[config.mk]
export PLATFORM = sky130hd
export DESIGN_NAME = operand_entry_fsm
export DESIGN_NICKNAME = d
export VERILOG_FILES = /design/src/rtl/operand_entry_fsm.sv
export SDC_FILE = /design/constraint.sdc
export NUM_CORES = 1
export LEC_CHECK = 0
export CAP_MARGIN = 20
export CORE_MARGIN = 2
export CORE_UTILIZATION = 54
export DETAILED_ROUTE_END_ITERATION = 8
export PLACE_DENSITY = 0.89
export SLEW_MARGIN = 20
export SYNTH_ARGS = -nofsm -noshare
export SYNTH_HDL_FRONTEND = slang
export SYNTH_SLANG_ARGS = --single-unit
[constraint.sdc]
create_clock -name CLOCK_50 -period 2.1 [get_ports CLOCK_50]
set_input_delay 0.315 -clock CLOCK_50 [delete_from_list [all_inputs] [get_ports CLOCK_50]]
set_output_delay 0.315 -clock CLOCK_50 [all_outputs]
set_load 0.03 [all_outputs]
[src/rtl/operand_entry_fsm.sv]
// operand_entry_fsm: debounced pushbutton walks switch values into a registered operand set for the adder
module operand_entry_fsm #(
  parameter int DEBOUNCE_CYCLES = 1000000,
  parameter int CNT_W = 20
) (
  input  logic       CLOCK_50,
  input  logic       RESET,
  input  logic       KEY_N,
  input  logic [4:0] SW,
  output logic [3:0] OP_A,
  output logic [3:0] OP_B,
  output logic       OP_SUB,
  output logic       OP_VALID,
  output logic [1:0] STATE_LED
);
  typedef enum logic [1:0] {
    S_LOAD_A = 2'b00,
    S_LOAD_B = 2'b01,
    S_READY  = 2'b10,
    S_BAD    = 2'b11
  } state_t;
  localparam logic [CNT_W-1:0] CNT_MAX = CNT_W'(DEBOUNCE_CYCLES - 1);
  logic             key_s1_q, key_s1_d, key_s2_q, key_s2_d;
  logic             deb_q, deb_d, press_q, press_d;
  logic [CNT_W-1:0] cnt_q, cnt_d;
  logic             differ, at_max;
  state_t           state_q, state_d;
  logic [3:0]       op_a_q, op_a_d, op_b_q, op_b_d;
  logic             op_sub_q, op_sub_d, op_valid_q, op_valid_d;
  // synchronize the raw key, debounce it, and flag only the debounced press (1->0)
  always_comb begin
    key_s1_d = KEY_N;
    key_s2_d = key_s1_q;
    differ   = key_s2_q != deb_q;
    at_max   = cnt_q == CNT_MAX;
    deb_d    = (differ && at_max) ? key_s2_q : deb_q;
    cnt_d    = (differ && !at_max) ? cnt_q + 1'b1 : '0;
    press_d  = deb_q & ~deb_d;
  end
  // load sequence: A, then B with mode, then a fresh A restarts the pair
  always_comb begin
    state_d    = state_q;
    op_a_d     = op_a_q;
    op_b_d     = op_b_q;
    op_sub_d   = op_sub_q;
    op_valid_d = op_valid_q;
    case (state_q)
      S_LOAD_A: if (press_q) begin
        op_a_d  = SW[3:0];
        state_d = S_LOAD_B;
      end
      S_LOAD_B: if (press_q) begin
        op_b_d     = SW[3:0];
        op_sub_d   = SW[4];
        op_valid_d = 1'b1;
        state_d    = S_READY;
      end
      S_READY: if (press_q) begin
        op_a_d     = SW[3:0];
        op_valid_d = 1'b0;
        state_d    = S_LOAD_B;
      end
      default: begin
        op_valid_d = 1'b0;
        state_d    = S_LOAD_A;
      end
    endcase
  end
  // every piece of state lives here; the key path resets to the released level
  always_ff @(posedge CLOCK_50 or posedge RESET) begin
    if (RESET) begin
      key_s1_q   <= 1'b1;
      key_s2_q   <= 1'b1;
      deb_q      <= 1'b1;
      cnt_q      <= '0;
      press_q    <= 1'b0;
      state_q    <= S_LOAD_A;
      op_a_q     <= '0;
      op_b_q     <= '0;
      op_sub_q   <= 1'b0;
      op_valid_q <= 1'b0;
    end else begin
      key_s1_q   <= key_s1_d;
      key_s2_q   <= key_s2_d;
      deb_q      <= deb_d;
      cnt_q      <= cnt_d;
      press_q    <= press_d;
      state_q    <= state_d;
      op_a_q     <= op_a_d;
      op_b_q     <= op_b_d;
      op_sub_q   <= op_sub_d;
      op_valid_q <= op_valid_d;
    end
  end
  assign OP_A      = op_a_q;
  assign OP_B      = op_b_q;
  assign OP_SUB    = op_sub_q;
  assign OP_VALID  = op_valid_q;
  assign STATE_LED = state_q;
endmodule

==> results of run 1 <==
[final timing paths]
path,start,endpoint,slack [ps],cells past startpoint
worst max-delay path,cnt_q[0],cnt_q[18],230,5
worst min-delay path,key_s1_q,key_s2_q,360,0
worst max register to register,cnt_q[0],cnt_q[18],230,5
worst min register to register,key_s1_q,key_s2_q,360,0
max in group asynchronous,RESET,key_s1_q,1380,3
min in group asynchronous,RESET,STATE_LED[1],390,3
[layout by cell type (no fill, tap or decap), drive strengths merged, types with 2 or more instances in the layout]
master	count
nand4	4
nand4bb	2
and3	2
clkbuf	8
nor4	3
buf	2
nor2	19
mux2	10
xor2	8
or3	2
dfrtp	33
nor3	3
and4	2
nand3	7
clkdlybuf4s50	19
nand2	8
a21oi	5
o31ai	2
o21ai	4
nand2b	2
xnor2	7
dfstp	3
inv	5
[routing by layer]
metal | vias up | share of wire | track usage
met4 | 0 | 0.014 | 0.0877
met1 | 540 | 0.40 | 0.211
li1 | 540 | - | -
met2 | 40 | 0.52 | 0.324
met5 | - | 0 | 0
met3 | 5 | 0.066 | 0.0681
[cell type report]
type	count	area [sq um]	area share
Multi-Input combinational cell	98	691	0.360
Inverter	5	18.8	0.00979
Clock buffer	8	58.8	0.0307
Timing Repair Buffer	21	205	0.107
Tap cell	31	38.8	0.0202
Sequential cell	36	905	0.472
[registers in the layout, summed over array words and instances (netlist names)]
signal / flops
deb_q: 1
key_s2_q: 1
OP_A: 4
STATE_LED: 2
cnt_q: 20
OP_VALID: 1
key_s1_q: 1
OP_SUB: 1
press_q: 1
OP_B: 4
[power by group]
| group | leakage (nW) | internal (mW) | switching (mW) | total, mW |
|---|---|---|---|---|
| combinational | 0.280 | 0.0415 | 0.0500 | 0.0915 |
| sequential | 0.469 | 0.710 | 0.00986 | 0.720 |
| clock | 0.0326 | 0.165 | 0.200 | 0.365 |
[per-stage QoR]
| step | setup WS, ps | util | cell area, sq um |
|---|---|---|---|
| after CTS | 209 | 0.683 | 1920 |
| final | 234 | 0.683 | 1920 |
| after detailed placement | 255 | 0.662 | 1860 |
| after floorplan | 401 | - | 1630 |
| after global placement | 354 | 0.662 | 1860 |
| after global routing | 34.8 | 0.683 | 1920 |
[cells by family (layout without fill, tap and decap cells)]
logic type               after synthesis  count (layout)  share of synthesized area
AO/OA/AOI/OAI                         11              11                     0.0454
XOR/XNOR                              15              15                     0.0808
adder cells (fa/ha/maj)                1               1                    0.00770
buffers and inverters                  6              34                     0.0185
flip-flops                            36              36                      0.557
multiplexers                          11              11                     0.0754
AND/OR/NAND/NOR                       60              60                      0.216
==> impl_metrics.toml, run 1 <==
[setup_path]
path_delay_family = "simple AND/OR/NAND/NOR gates"
critical_path_required_ps = 2320
crit_fanout = 5
worstSetupPathType = "flop to flop"
cp.arrival_ps = 2090
critPathLaunchType = "flop"
worst-path-buf-inv = 0
cpPeakStageDelay_ps = 430
worst_setup_path_end_kind = "flop"
cpMaxStageDelayCell = "nor4_2"
worstPathCellList = "ha_1, nand4_1, nor4_2, mux2i_1, nor4b_1"

[final_layout]
layoutNonFillerInstCount = 199
area_growth_pct = 17.9
fin_nets = 176
n_fill_cell = 221
n_antenna_cell = 0
drive_gt1_frac = 0.167

[logic_synthesis]
ys_seq_area_frac = 0.557
synth_ff_type = "dfrtp_1"
synth.avg_cell_area_sq_um = 11.6
netlist_area_sq_um = 1630
yosysUniqueCellTypes = 34
synth.most_common_cell = "dfrtp_1"
yosys.area.top_type = "dfrtp_1"
ys_async_sr_fraction = 1.00
synth_area_leaders = "dfrtp_1, mux2_2, dfstp_2, nor2_1, xor2_1"
synth_commonest_cells = "dfrtp_1, nor2_1, mux2_2"
synth_edf_count = 0
synth_top_area_share = 0.508
synth_nets = 149
ys_warn_count = 0
synthesis.instances = 140
synth_seq_cells = 36

[placement]
dpl.hpwl_um = 2070
dp_cells = 191
place_congestion = 0.779
port_buffers = 19

[worst_hold_path]
hp-class = "flop to flop"

[run]
max_cap_violations = 0

[clocking]
cts_setup_buffers = 0
tritoncts = "done"
ctsResizeCount = 0
clock_latency_ps = 330
clkTransAtPathRegs_ps = 90
cts_buffer_depth = 2
cts_hold_buf = 0
cts_made_buffers = 5
htree_num_levels = 2
cts_sinks = 36
cts_root_buffer = "clkbuf_4"

[floorplan]
core_sq_um = 2810
ios = 20
dieArea_sq_um = 3460
die_w_um = 58.9
fp.dieH_um = 58.9
start_util = 0.579
num_rows = 19

[timing]
max_slew_margin = 0.719
timing.hold.ws_ps = 361
period_share = 0.888
max_slew.worst_pin.slew_ps = 422
skew_ps = 2.53
drv_slew = 0
final.min_clock_period_ps = 1870
tns_ps = 0
hold_viol = 0
rsz0062_at_grt = "no"
max_freq_ghz = 0.536
setup_viol = 0

[grt]
grt_pass1_vias = 1177
overflow = 0
grt_pass1_wl_um = 4910
antenna_found_initial = 0
grt_usage = 0.190
grt_max_degree = 37

[drt]
viasPerCell = 5.65
drc = 3
wire_per_inst_um = 14.1
drtAntennaViolNets = 0
num_vias = 1125
routed_wl_um = 2800
firstDrtPassIters = 8
drt_iter0_drc = 17

[power_and_ir_drop]
p_leak_nw = 0.782
ir_drop_v = 0.000497
total_power_mw = 1.18
cellPowerDensity_nw_per_um2 = 613

[status]
status = "finished with violations"
failed_checks = "DRC"
Note: power is estimated with default switching activity, not from simulation.
==> run 2, diff against run 1 <==
- CORE_UTILIZATION: 54 -> 58
- PLACE_DENSITY: 0.89 -> 0.94
- RECOVER_POWER: unset -> 25
- clock period: 2.1 -> 2.21 ns (I/O delays scaled with it)
==> run 2 against run 1 <==
Against the previous run:
- the flow now finishes without violations
- cell count decreased by 0.50%
- first-iteration DRC count is 71% higher
- clock skew is 9.5 ps higher
- sequential power shrank 5.0%
- critical path type unchanged
- critical endpoint unchanged
- highest routed layer unchanged
==> impl_metrics.toml, run 2 (synthesis results as in run 1) <==
[floorplan]
num_rows = 19
core_sq_um = 2710
start_util = 0.600
dieArea_sq_um = 3240
fp.dieH_um = 56.9
die_w_um = 56.9
ios = 20

[grt]
grt_pass1_vias = 1147
grt_usage = 0.205
antenna_found_initial = 0
grt_max_degree = 37
grt_pass1_wl_um = 4990
overflow = 0

[power_and_ir_drop]
p_sw_mw = 0.259
power_frac_seq = 0.629
p_leak_nw = 0.777
clkPwrFrac = 0.293
p_comb_frac = 0.078
cellPowerDensity_nw_per_um2 = 572
ir_drop_v = 0.000549
switching_share = 0.238
total_power_mw = 1.09
internal_power_mw = 0.829

[final_layout]
layoutNonFillerInstCount = 198
largest_register_ffs = 20
area_growth_pct = 17.0
final_common_cell = "dfrtp_1"
post-route-util = 0.702
top_register = "cnt_q"
fin_nets = 176
mostFrequentLayoutCells = "dfrtp_1, nor2_1, clkdlybuf4s50_1"
n_antenna_cell = 0
finalInstanceArea_sq_um = 1900
drive_gt1_frac = 0.168

[clocking]
clock_latency_ps = 340
cts_setup_buffers = 0
cts_sinks = 36
tritoncts = "done"
cts_buffer_depth = 2
ctsResizeCount = 0
htree_num_levels = 2
cts_hold_buf = 0
clkTransAtPathRegs_ps = 100
cts_made_buffers = 5
cts_root_buffer = "clkbuf_4"

[timing]
setup_ws_ps = 267
setup_viol = 0
drv_slew = 0
skew_ps = 12.0
tns_ps = 0
max_slew.worst_pin.slew_ps = 836
max_freq_ghz = 0.515
final.min_clock_period_ps = 1940
hold_viol = 0
rsz0062_at_grt = "no"
period_share = 0.879
timing.hold.ws_ps = 361
max_slew_margin = 0.443

[placement]
dpl.hpwl_um = 2130
place_congestion = 0.801
dp_cells = 191
placed_area_sq_um = 1860
place_ws_ps = 270
port_buffers = 19

[setup_path]
worst-path-buf-inv = 0
cpPeakStageDelay_ps = 510
critPathLaunchType = "flop"
path_delay_family = "simple AND/OR/NAND/NOR gates"
cpMaxStageDelayCell = "nor4_2"
critical_path_required_ps = 2460
worst_setup_path_end_kind = "flop"
crit_fanout = 5
cp.arrival_ps = 2190
worstSetupPathType = "flop to flop"
worstPathCellList = "ha_1, nand4_1, nor4_2, mux2i_1, nor4b_1"

[run]
max_cap_violations = 0

[drt]
drt_iter0_drc = 29
routed_wl_um = 2900
viasPerCell = 5.83
num_vias = 1155
drc = 0
firstDrtPassIters = 4
wire_per_inst_um = 14.7
drtAntennaViolNets = 0

[worst_hold_path]
hp-class = "flop to flop"

[status]
status = "finished clean"
==> run 2: cell types whose count changed in the layout (fill, tap and decap cells not counted), sizes merged <==
cell,change
dlygate4sd3,+2
buf,-1
clkbuf,-1
clkinv,+1
clkdlybuf4s50,-2
==> run 2: area by class of cell <==
cell class | count | area, sq um
clock buffer | 6 | 41.3
clock inverter | 1 | 5.00
fill | 201 | 808
inverter | 5 | 18.8
multi-input combinational | 98 | 691
sequential | 36 | 905
tap | 31 | 38.8
timing repair buffer | 21 | 203
==> run 2: path summary, 6_finish.rpt <==
kind | cells after the start | end | start | slack (ps)
min | 0 | key_s2_q | key_s1_q | 360
max reg2reg | 5 | cnt_q[18] | cnt_q[0] | 270
min reg2reg | 0 | key_s2_q | key_s1_q | 360
max | 5 | cnt_q[18] | cnt_q[0] | 270
max in group asynchronous | 3 | cnt_q[8] | RESET | 1020
min in group asynchronous | 3 | STATE_LED[0] | RESET | 660
==> run 2: power groups by stage <==
stage / clock network [mW] / logic, mW / registers [mW]
2_1_floorplan: 0 / 0.0324 / 0.712
3_3_place_gp: 0 / 0.0859 / 0.695
3_5_place_dp: 0 / 0.0880 / 0.697
4_1_cts: 0.328 / 0.0884 / 0.685
5_1_grt: 0.358 / 0.0933 / 0.687
6_report: 0.319 / 0.0850 / 0.684
==> run 2: routing by layer <==
layer  GRT usage  up-vias  wire (um)
li1            -      549          -
met1       0.230      560       1210
met2       0.342       36       1450
met3      0.0703       10        176
met4       0.113        0         74
met5           0        -          0
